==> config.mk <==
export PLATFORM = sky130hd
export DESIGN_NAME = prio_irq_ctrl_flat
export DESIGN_NICKNAME = d
export VERILOG_FILES = /design/src/rtl/prio_irq_ctrl_if.sv /design/src/rtl/prio_irq_ctrl.sv /design/src/flat_wrapper.sv
export SDC_FILE = /design/constraint.sdc
export NUM_CORES = 1
export LEC_CHECK = 0
export BUFFER_PORTS_ARGS = -buffer_cell sky130_fd_sc_hd__buf_2
export CAP_MARGIN = 25
export CORE_MARGIN = 2
export CORE_UTILIZATION = 49
export DETAILED_ROUTE_END_ITERATION = 8
export PLACE_DENSITY = 0.81
export SYNTH_ARGS = -nofsm -noshare
export SYNTH_HDL_FRONTEND = slang
export SYNTH_SLANG_ARGS = --single-unit
==> constraint.sdc <==
create_clock -name clk -period 5.3 [get_ports clk]
set_input_delay 0.265 -clock clk [delete_from_list [all_inputs] [get_ports clk]]
set_output_delay 0.265 -clock clk [all_outputs]
set_load 0.005 [all_outputs]
==> src/rtl/prio_irq_ctrl_if.sv <==
// Request/grant bundle between peripheral event lines, the consumer FSM and prio_irq_ctrl.
// slave = the controller, master = the side driving requests and acknowledges.
interface prio_irq_ctrl_if #(
  parameter int N = 8
);
  localparam int W  = $clog2(N);
  localparam int CW = $clog2(N + 1);

  logic          en;
  logic [N-1:0]  req;
  logic [N-1:0]  mask;
  logic          ack;
  logic          valid;
  logic [W-1:0]  idx_out;
  logic [N-1:0]  pending;
  logic [CW-1:0] pend_cnt;

  modport slave (
    input  en, req, mask, ack,
    output valid, idx_out, pending, pend_cnt
  );

  modport master (
    output en, req, mask, ack,
    input  valid, idx_out, pending, pend_cnt
  );
endinterface

==> src/rtl/prio_irq_ctrl.sv <==
// Sticky-pending priority interrupt controller with valid/ack grant handshake.
// Define PRIO_IRQ_CTRL_ROUND_ROBIN_EN for rotating priority; default is fixed (N-1 highest).
module prio_irq_ctrl #(
  parameter int N = 8
) (
  input  logic          clk,
  input  logic          rst,
  prio_irq_ctrl_if.slave irq
);
  localparam int W  = $clog2(N);
  localparam int CW = $clog2(N + 1);

  typedef enum logic {IDLE, PRESENT} state_t;

  state_t       state, state_nxt;
  logic [N-1:0] pend_q;
  logic [W-1:0] idx_q;
  logic [N-1:0] elig;
  logic [W-1:0] sel;
  logic         grant;
  logic         ack_hit;
  logic [N-1:0] clr_vec;
  logic [N-1:0] set_vec;

  function automatic logic [W-1:0] sel_fixed(input logic [N-1:0] e);
    logic [W-1:0] s;
    s = '0;
    for (int i = 0; i < N; i++)
      if (e[i]) s = W'(i);
    return s;
  endfunction

  function automatic logic [W-1:0] sel_rot(input logic [N-1:0] e, input logic [W-1:0] top);
    logic [W-1:0] s;
    logic         found;
    int           j;
    s     = '0;
    found = 1'b0;
    // Walk downward from the current top-priority line, wrapping 0 -> N-1.
    for (int k = 0; k < N; k++) begin
      j = (int'(top) - k + N) % N;
      if (!found && e[j]) begin
        s     = W'(j);
        found = 1'b1;
      end
    end
    return s;
  endfunction

  function automatic logic [CW-1:0] popcount(input logic [N-1:0] v);
    logic [CW-1:0] c;
    c = '0;
    for (int i = 0; i < N; i++)
      c = c + CW'(v[i]);
    return c;
  endfunction

  assign elig    = pend_q & ~irq.mask;
  assign grant   = (state == IDLE) && irq.en && (|elig);
  assign ack_hit = (state == PRESENT) && irq.ack;
  assign set_vec = irq.en ? irq.req : '0;

  always_comb begin
    clr_vec = '0;
    if (ack_hit) clr_vec[idx_q] = 1'b1;
  end

`ifdef PRIO_IRQ_CTRL_ROUND_ROBIN_EN
  logic [W-1:0] ptr_q;

  assign sel = sel_rot(elig, ptr_q);

  // The line just serviced drops to lowest priority; pointer moves on ack only.
  always_ff @(posedge clk) begin
    if (rst)
      ptr_q <= W'(N - 1);
    else if (ack_hit)
      ptr_q <= W'((int'(idx_q) + N - 1) % N);
  end
`else
  assign sel = sel_fixed(elig);
`endif

  always_ff @(posedge clk) begin
    if (rst)
      state <= IDLE;
    else
      state <= state_nxt;
  end

  always_comb begin
    state_nxt = state;
    unique case (state)
      IDLE:    if (grant)   state_nxt = PRESENT;
      PRESENT: if (irq.ack) state_nxt = IDLE;
      default:              state_nxt = IDLE;
    endcase
  end

  always_comb begin
    irq.valid = (state == PRESENT);
  end

  // Set wins over the ack clear, so a line re-raised on the ack edge stays pending.
  always_ff @(posedge clk) begin
    if (rst)
      pend_q <= '0;
    else
      pend_q <= (pend_q & ~clr_vec) | set_vec;
  end

  always_ff @(posedge clk) begin
    if (rst)
      idx_q <= '0;
    else if (grant)
      idx_q <= sel;
  end

  assign irq.idx_out  = idx_q;
  assign irq.pending  = pend_q;
  assign irq.pend_cnt = popcount(pend_q);
endmodule

==> src/flat_wrapper.sv <==
// flat-port wrapper written by rule: the top's interface ports become plain ports
module prio_irq_ctrl_flat 
#(
  parameter int N = 8
)
  (clk, rst, irq_en, irq_req, irq_mask, irq_ack, irq_valid, irq_idx_out, irq_pending, irq_pend_cnt);
  prio_irq_ctrl_if #(.N(N)) irq_i ();
  input  logic clk;
  input  logic rst;
  input wire logic [$bits(irq_i.en)-1:0] irq_en;
  input wire logic [$bits(irq_i.req)-1:0] irq_req;
  input wire logic [$bits(irq_i.mask)-1:0] irq_mask;
  input wire logic [$bits(irq_i.ack)-1:0] irq_ack;
  output wire logic [$bits(irq_i.valid)-1:0] irq_valid;
  output wire logic [$bits(irq_i.idx_out)-1:0] irq_idx_out;
  output wire logic [$bits(irq_i.pending)-1:0] irq_pending;
  output wire logic [$bits(irq_i.pend_cnt)-1:0] irq_pend_cnt;
  assign irq_i.en = irq_en;
  assign irq_i.req = irq_req;
  assign irq_i.mask = irq_mask;
  assign irq_i.ack = irq_ack;
  assign irq_valid = irq_i.valid;
  assign irq_idx_out = irq_i.idx_out;
  assign irq_pending = irq_i.pending;
  assign irq_pend_cnt = irq_i.pend_cnt;
  prio_irq_ctrl #(.N(N)) u_core (.clk(clk), .rst(rst), .irq(irq_i));
endmodule
==> Word-level counts from Yosys, hierarchy flattened <==
Cells that the tools add are included.
{ "totals": {"input_bits": 20, "register_bits": 12, "output_inout_bits": 16, "wordCells": 37} }
{ "op_classes": {"add_sub_neg": 7, "muxes": 14, "bitwise": 6, "reduce_logical": 5, "order_cmp": 2} }
{ "op_table": {"columns": ["cell", "n"], "rows": [
  ["adder 4 x 1 -> 4 bit", 6],
  ["AND 8 bit", 2],
  ["two-way mux 8 bit", 2],
  ["NOT 8 bit", 2],
  ["two-way mux 3 bit", 5],
  ["bitwise OR 8 bit", 1],
  ["OR reduction 8 bit", 1],
  ["logical AND 1 bit", 4],
  ["less-than comparator 3 x 4 -> 1 bit (second input constant)", 1],
  ["two-way mux 1 bit", 4],
  ["demux 1 bit (select 3 bit)", 1],
  ["greater-or-equal comparator 3 x 1 -> 1 bit (second input constant)", 1],
  ["adder 1 x 1 -> 2 bit", 1],
  ["two-way mux 2 bit", 1],
  ["one-hot mux 1 bit (2 select lines)", 1],
  ["NOT 1 bit", 1]
]} }

==> Logic depth before layout (Yosys ltp) <==
Gate-level depths: netlist of run 1.
{ "depth": {"ltp_word": 9, "depth_mapped": 9, "depth_no_buf": 9} }

==> Worst setup path after synthesis of run 1 <==
Ideal clock, no wire load.
{ "synth_path": {"path_type": "register to output", "start": "register u_core.pend_q[0] (netlist: u_core.irq.pending[0])", "end": "output port irq_pend_cnt[1]", "path_stages_with_launch": 10, "arrival_time_ns": 2.505, "slack_ns": 2.530, "t_required_ns": 5.035, "path_buffers": 0, "cell_sequence": "dfxtp_1 > ha_1 > inv_1 > fa_1 > fa_1 > inv_1 > fa_1 > inv_1 > fa_1 > inv_1"} }
{ "synth_via": {"elab_chain_len": 7} }
{ "synth_rtl": {"columns": ["element", "line", "source"], "rows": [
  ["start: declaration", "prio_irq_ctrl.sv:16", "logic [N-1:0] pend_q;"],
  ["start signal: assignment", "prio_irq_ctrl.sv:109", "pend_q <= (pend_q & ~clr_vec) | set_vec;"],
  ["adder 1 x 1 -> 2 bit", "prio_irq_ctrl.sv:54", "c = c + CW'(v[i]);"],
  ["adder 4 x 1 -> 4 bit (6 in a row)", "prio_irq_ctrl.sv:54", null],
  ["end: declaration", "flat_wrapper.sv:17", "output wire logic [$bits(irq_i.pend_cnt)-1:0] irq_pend_cnt;"]
]} }
Every way passes these cells.

==> Worst setup path in the final report of run 1 <==
Same ends and word-level chain as after synthesis.

==> results of run 1 <==
worst max path at each step:
stage | start | endpoint | slack, ns | cells past startpoint
finish | u_core.irq.pending[0] | irq_pend_cnt[1] | 2.08 | 10
global route | u_core.irq.pending[0] | irq_pend_cnt[1] | 1.94 | 10
CTS | u_core.irq.pending[0] | irq_pend_cnt[1] | 2.08 | 10
detailed placement | u_core.irq.pending[0] | irq_pend_cnt[1] | 2.38 | 10
global placement | u_core.irq.pending[0] | irq_pend_cnt[1] | 2.44 | 10
floorplan | u_core.irq.pending[0] | irq_pend_cnt[1] | 2.53 | 9
where the power goes:
group	switching [mW]	internal, mW
Clock	0.0313	0.0264
Combinational	0.0369	0.0392
Sequential	0.00923	0.0973
Total	0.0774	0.163
Yosys cell counts (2+ instances only):
| cell type | count | area share (%) |
|---|---|---|
| a21oi_1 | 10 | 6.3 |
| a31oi_1 | 2 | 1.6 |
| dfxtp_1 | 12 | 30 |
| fa_1 | 4 | 10 |
| ha_1 | 3 | 4.7 |
| inv_1 | 13 | 6.1 |
| nand2_1 | 10 | 4.7 |
| nand2b_1 | 10 | 7.8 |
| nor2b_1 | 4 | 3.1 |
| o21ai_0 | 8 | 5.0 |
| o31ai_1 | 2 | 1.9 |
layout make-up:
cell class                      count  share of cell area [%]
Sequential cell                    12                    23.8
Clock buffer                        3                    2.23
Multi-Input combinational cell     68                    49.8
Inverter                           13                    4.84
Tap cell                           16                    1.99
Timing Repair Buffer               35                    17.4
cell families after synthesis:
family,Yosys count,synth area share (%)
AOI/OAI and AO/OA,27,21.6
xor gates and xnor gates,1,1.10
adders and majority gates,7,14.7
buffers and inverters,15,7.20
DFF,12,30.0
muxes,1,1.88
and+or+nand+nor,32,23.5
critical path, stage by stage (launching register included):
cell and delay [ns]:
dfxtp_1 0.35, ha_1 0.30, inv_1 0.07, fa_1 0.42, fa_1 0.49, inv_1 0.05, fa_1 0.37, inv_1 0.08
fa_1 0.41, inv_1 0.06, buf_2 0.10
flip-flops by register name, summed over array words and instances, names as in the netlist:
name	cells
u_core.irq.pending	8
u_core.irq.idx_out	3
u_core.irq.valid	1
stage by stage:
stage               power, mW  instance area, um^2  hold slack [ns]
floorplan               0.155                  800            0.367
global placement        0.182                  986            0.494
detailed placement      0.186                  986            0.508
CTS                     0.239                 1010            0.237
finish                  0.240                 1010            0.229
global route            0.257                 1010            0.243
cells in the final DEF, fill, tap and decap left out:
master    netlist  routed
dfxtp_1        12      12
o31ai_1         2       2
nand3b_1        1       1
xnor2_1         1       1
a21o_4          1       1
ha_1            3       3
inv_1          13      13
and4_1          1       1
o21ai_0         8       8
nor3b_1         1       1
fa_1            4       4
o41ai_2         1       1
nand2_1        10      10
buf_2           1      35
and3_1          1       1
mux2_4          1       1
a31oi_1         2       2
clkbuf_4        0       3
and2b_1         1       1
nand3_1         1       1
a41oi_1         1       1
nand2b_1       10      10
a211oi_1        1       1
and2_1          1       1
and4b_4         1       1
a21oi_1        10      10
nor2b_1         4       4
o211ai_1        1       1
metal layers:
layer / GRT usage (%) / wire, um / vias up
met5: 0 / 0 / -
met4: 10.9 / 34 / 0
met3: 3.67 / 84 / 4
met2: 35.3 / 902 / 24
met1: 25.8 / 827 / 366
li1: - / - / 395
==> impl_metrics.json, run 1 <==
{
  "tns_ns": 0,
  "r2r_slack_ns": 3.90,
  "tritoncts": "built",
  "multi_input_area_um2": 502,
  "wl_um": 1850,
  "min_from": "irq_req[3]",
  "routedWlPerCell_um": 12.6,
  "outcome": "complete, no violations",
  "grt_use_total_pct": 21.1,
  "floorplan.initialDensity_pct": 52.5,
  "ant_nets": 0,
  "critPathKind": "reg -> out",
  "final.setup.worst_slack_ns": 2.08,
  "final_max_slew_viol_count": 0,
  "drt_iter0_markers": 13,
  "async_reset_ff_share_pct": 0,
  "worstPathMaxFanout": 4,
  "synthDistinctLibCells": 28,
  "drive_above_1_share_pct": 32.1,
  "area_growth_pct": 26.1,
  "antenna_cells": 0,
  "critPathCaptureType": "output port",
  "ys_warn_count": 0,
  "io_pins": 36,
  "dr.pass1.iters": 4,
  "ys_seq_area_share_pct": 30.0,
  "worstMarginPinSlew_ns": 0.262,
  "fillers": 136,
  "rsz0062_at_grt": "false",
  "post_cts_buffers": 0,
  "min_period_ns": 3.22,
  "timing.fmax_mhz": 311,
  "post-route-util_pct": 66.2,
  "grt_overflow": 0,
  "cts_made_buffers": 3,
  "first_global_vias": 728,
  "setup_viol": 0,
  "hold_path_class": "in -> reg",
  "gp_congestion": 0.809,
  "row_count": 14,
  "syn_area_um2": 800,
  "clock_path_buffers": 2,
  "cts_root_buffer": "clkbuf_4",
  "die_w_um": 44.4,
  "syn_inst": 95,
  "fin_crit_sh_pct": 60.7,
  "synth_edf_count": 0,
  "r2r_cells": 4,
  "reg2reg_to": "u_core.irq.idx_out[1]",
  "antenna_found_initial": 0,
  "grt_pass1_wl_um": 2990,
  "insertion_delay_ns": 0.28,
  "grt_max_degree": 15,
  "clk_pin_slew_ns": 0.07,
  "hold_end": "u_core.irq.pending[3]",
  "fin_skew_ns": 0.000715,
  "startpoint_type": "flip-flop",
  "pre_cts_ws_ns": 2.38,
  "synth-seq-cells": 12,
  "die_y_um": 44.4,
  "regArea_um2": 240,
  "power_density_mw_per_mm2": 238,
  "clkSinkCount": 12,
  "reg2reg_from": "u_core.irq.pending[2]",
  "worstPathArrival_ns": 2.95,
  "dpl.hpwl_um": 1500,
  "htreeDepth": 1,
  "vias_per_cell": 5.37,
  "syn-num-nets": 122,
  "vdd_drop_max_v": 0.000180,
  "dieArea_mm2": 0.00197,
  "p_leak_nw": 0.495,
  "instances_no_fill": 147,
  "avgSynthCellArea_um2": 8.42,
  "drc": 0,
  "post_cts_resized": 0,
  "postCtsHoldBufs": 0,
  "numPortBuffers": 35,
  "synth-main-ff-cell": "dfxtp_1",
  "relSlewSlack_pct": 82.5,
  "route.vias.total": 789,
  "timing.final.hold_violations": 0,
  "maxCapViolations": 0,
  "core_mm2": 0.00152,
  "nets": 160,
  "dp.cells": 144,
  "cp.required_ns": 5.04,
  "whs_path_depth": 3
}
No activity file was read; power rests on OpenSTA's default activity.
==> run 2: changes to the inputs <==
--- a/config.mk
+++ b/config.mk
@@ -8,9 +8,9 @@
 export BUFFER_PORTS_ARGS = -buffer_cell sky130_fd_sc_hd__buf_2
 export CAP_MARGIN = 25
 export CORE_MARGIN = 2
-export CORE_UTILIZATION = 49
+export CORE_UTILIZATION = 45
 export DETAILED_ROUTE_END_ITERATION = 8
-export PLACE_DENSITY = 0.81
+export PLACE_DENSITY = 0.75
 export SYNTH_ARGS = -nofsm -noshare
 export SYNTH_HDL_FRONTEND = slang
 export SYNTH_SLANG_ARGS = --single-unit
==> constraint.sdc (replaced) <==
create_clock -name clk -period 3.1 [get_ports clk]
set_input_delay 0.155 -clock clk [delete_from_list [all_inputs] [get_ports clk]]
set_output_delay 0.155 -clock clk [all_outputs]
set_load 0.005 [all_outputs]
==> run 2 against run 1 <==
  * Sequential power is 73% higher
  * Register-to-register slack worse by 2.2 ns
  * Wire length grew 9.8%
  * Total power increased by 87%
  * Global-route usage is 0.57 points lower
  * Largest cell class unchanged
  * Highest routed layer unchanged
==> impl_metrics.json, run 2 (synthesis gave the netlist of run 1 again) <==
{
  "tns_ns": 0,
  "power_density_mw_per_mm2": 427,
  "routedWlPerCell_um": 13.5,
  "outcome": "complete, no violations",
  "gp_congestion": 0.791,
  "critPathCaptureType": "output port",
  "worstPathMaxFanout": 3,
  "largest_register_ffs": 8,
  "htreeDepth": 1,
  "rsz0062_at_grt": "true",
  "worstMarginPinSlew_ns": 0.272,
  "tritoncts": "built",
  "drt_iter0_markers": 16,
  "die_w_um": 46.2,
  "maxCapViolations": 0,
  "final_area_mm2": 0.00105,
  "dr.pass1.iters": 4,
  "relSlewSlack_pct": 81.7,
  "r2r_slack_ns": 1.68,
  "fin_crit_sh_pct": 97.8,
  "dpl.hpwl_um": 1590,
  "ant_nets": 0,
  "final_max_slew_viol_count": 0,
  "postCtsHoldBufs": 0,
  "most-common-layout-cells": "buf_2, inv_1",
  "timing.fmax_mhz": 330,
  "insertion_delay_ns": 0.28,
  "startpoint_type": "flip-flop",
  "die_y_um": 46.2,
  "dpl_cell_area_um2": 987,
  "final_common_cell": "buf_2",
  "cts_made_buffers": 3,
  "cp.required_ns": 2.94,
  "p_leak_nw": 0.504,
  "critPathKind": "reg -> out",
  "fin_skew_ns": 0.00533,
  "setup_viol": 0,
  "worstPathArrival_ns": 2.88,
  "drive_above_1_share_pct": 37.6,
  "vdd_drop_max_v": 0.000281,
  "row_count": 15,
  "numPortBuffers": 35,
  "antenna_found_initial": 0,
  "nets": 161,
  "floorplan.initialDensity_pct": 47.3,
  "timing.final.hold_violations": 0,
  "route.vias.total": 802,
  "cts_root_buffer": "clkbuf_4",
  "area_growth_pct": 31.5,
  "clkSinkCount": 12,
  "first_global_vias": 669,
  "clk_pin_slew_ns": 0.08,
  "vias_per_cell": 5.35,
  "grt_use_total_pct": 20.5,
  "grt_overflow": 0,
  "pre_cts_ws_ns": 0.312,
  "wl_um": 2030,
  "hold_path_class": "in -> reg",
  "io_pins": 36,
  "antenna_cells": 0,
  "final.setup.worst_slack_ns": 0.0689,
  "grt_max_degree": 15,
  "drc": 0,
  "clock_path_buffers": 2,
  "grt_pass1_wl_um": 2900,
  "dieArea_mm2": 0.00213,
  "min_period_ns": 3.03,
  "core_mm2": 0.00169
}
run 2: cell count changes in the layout (fill, tap and decap cells not counted), sizes merged:
cell and delta:
clkbuf +1, buf +1
run 2: final cells by class:
class / instances / area, um^2
fillers: 154 / 638
clock buffers: 4 / 36.3
flip-flops and latches: 12 / 245
well taps: 17 / 21.3
inverters: 13 / 48.8
repair buffers: 36 / 183
multi-input cells: 68 / 517
run 2: what timing repair did:
action / in CTS / in global routing
endpoints found under the setup margin: 1 / 2
pin swaps: 0 / 1
gates resized for setup: 1 / 6
buffers inserted: 0 / 1
run 2: through the flow:
step                      instances  hold slack (ns)  util, %  power, mW
after global placement          145            0.405     58.4      0.313
final                           150            0.104     62.2      0.448
after CTS                       149            0.106     60.7      0.448
after floorplan                  95            0.257        -      0.264
after global routing            150            0.102     62.2      0.477
after detailed placement        145            0.415     58.4      0.317
run 2: path summary, 6_finish.rpt:
| check | start | to | depth (start not counted) |
|---|---|---|---|
| min | irq_req[1] | u_core.irq.pending[1] | 3 |
| max | u_core.irq.pending[1] | irq_pend_cnt[1] | 10 |
| min reg2reg | u_core.irq.valid | u_core.irq.valid | 2 |
| max reg2reg | u_core.irq.pending[2] | u_core.irq.idx_out[1] | 4 |
run 2: critical path, cell delays in order, from the launching register on:
cell     delay (ns)
dfxtp_4        0.36
ha_4           0.26
inv_2          0.03
fa_1           0.46
fa_1           0.49
inv_1          0.05
fa_2           0.34
inv_2          0.06
fa_1           0.39
inv_1          0.05
buf_2          0.10
run 2: report_power, final:
group	internal, mW	switching [mW]
logic	0.0700	0.0654
registers	0.166	0.0171
clock network	0.0716	0.0580
run 2: layer usage:
metal / up-vias / track usage [%] / share of wire (%)
li1: 398 / - / -
met1: 369 / 22.7 / 40
met2: 31 / 35.0 / 50
met3: 4 / 6.27 / 7.1
met4: 0 / 10.3 / 2.1
met5: - / 0 / 0
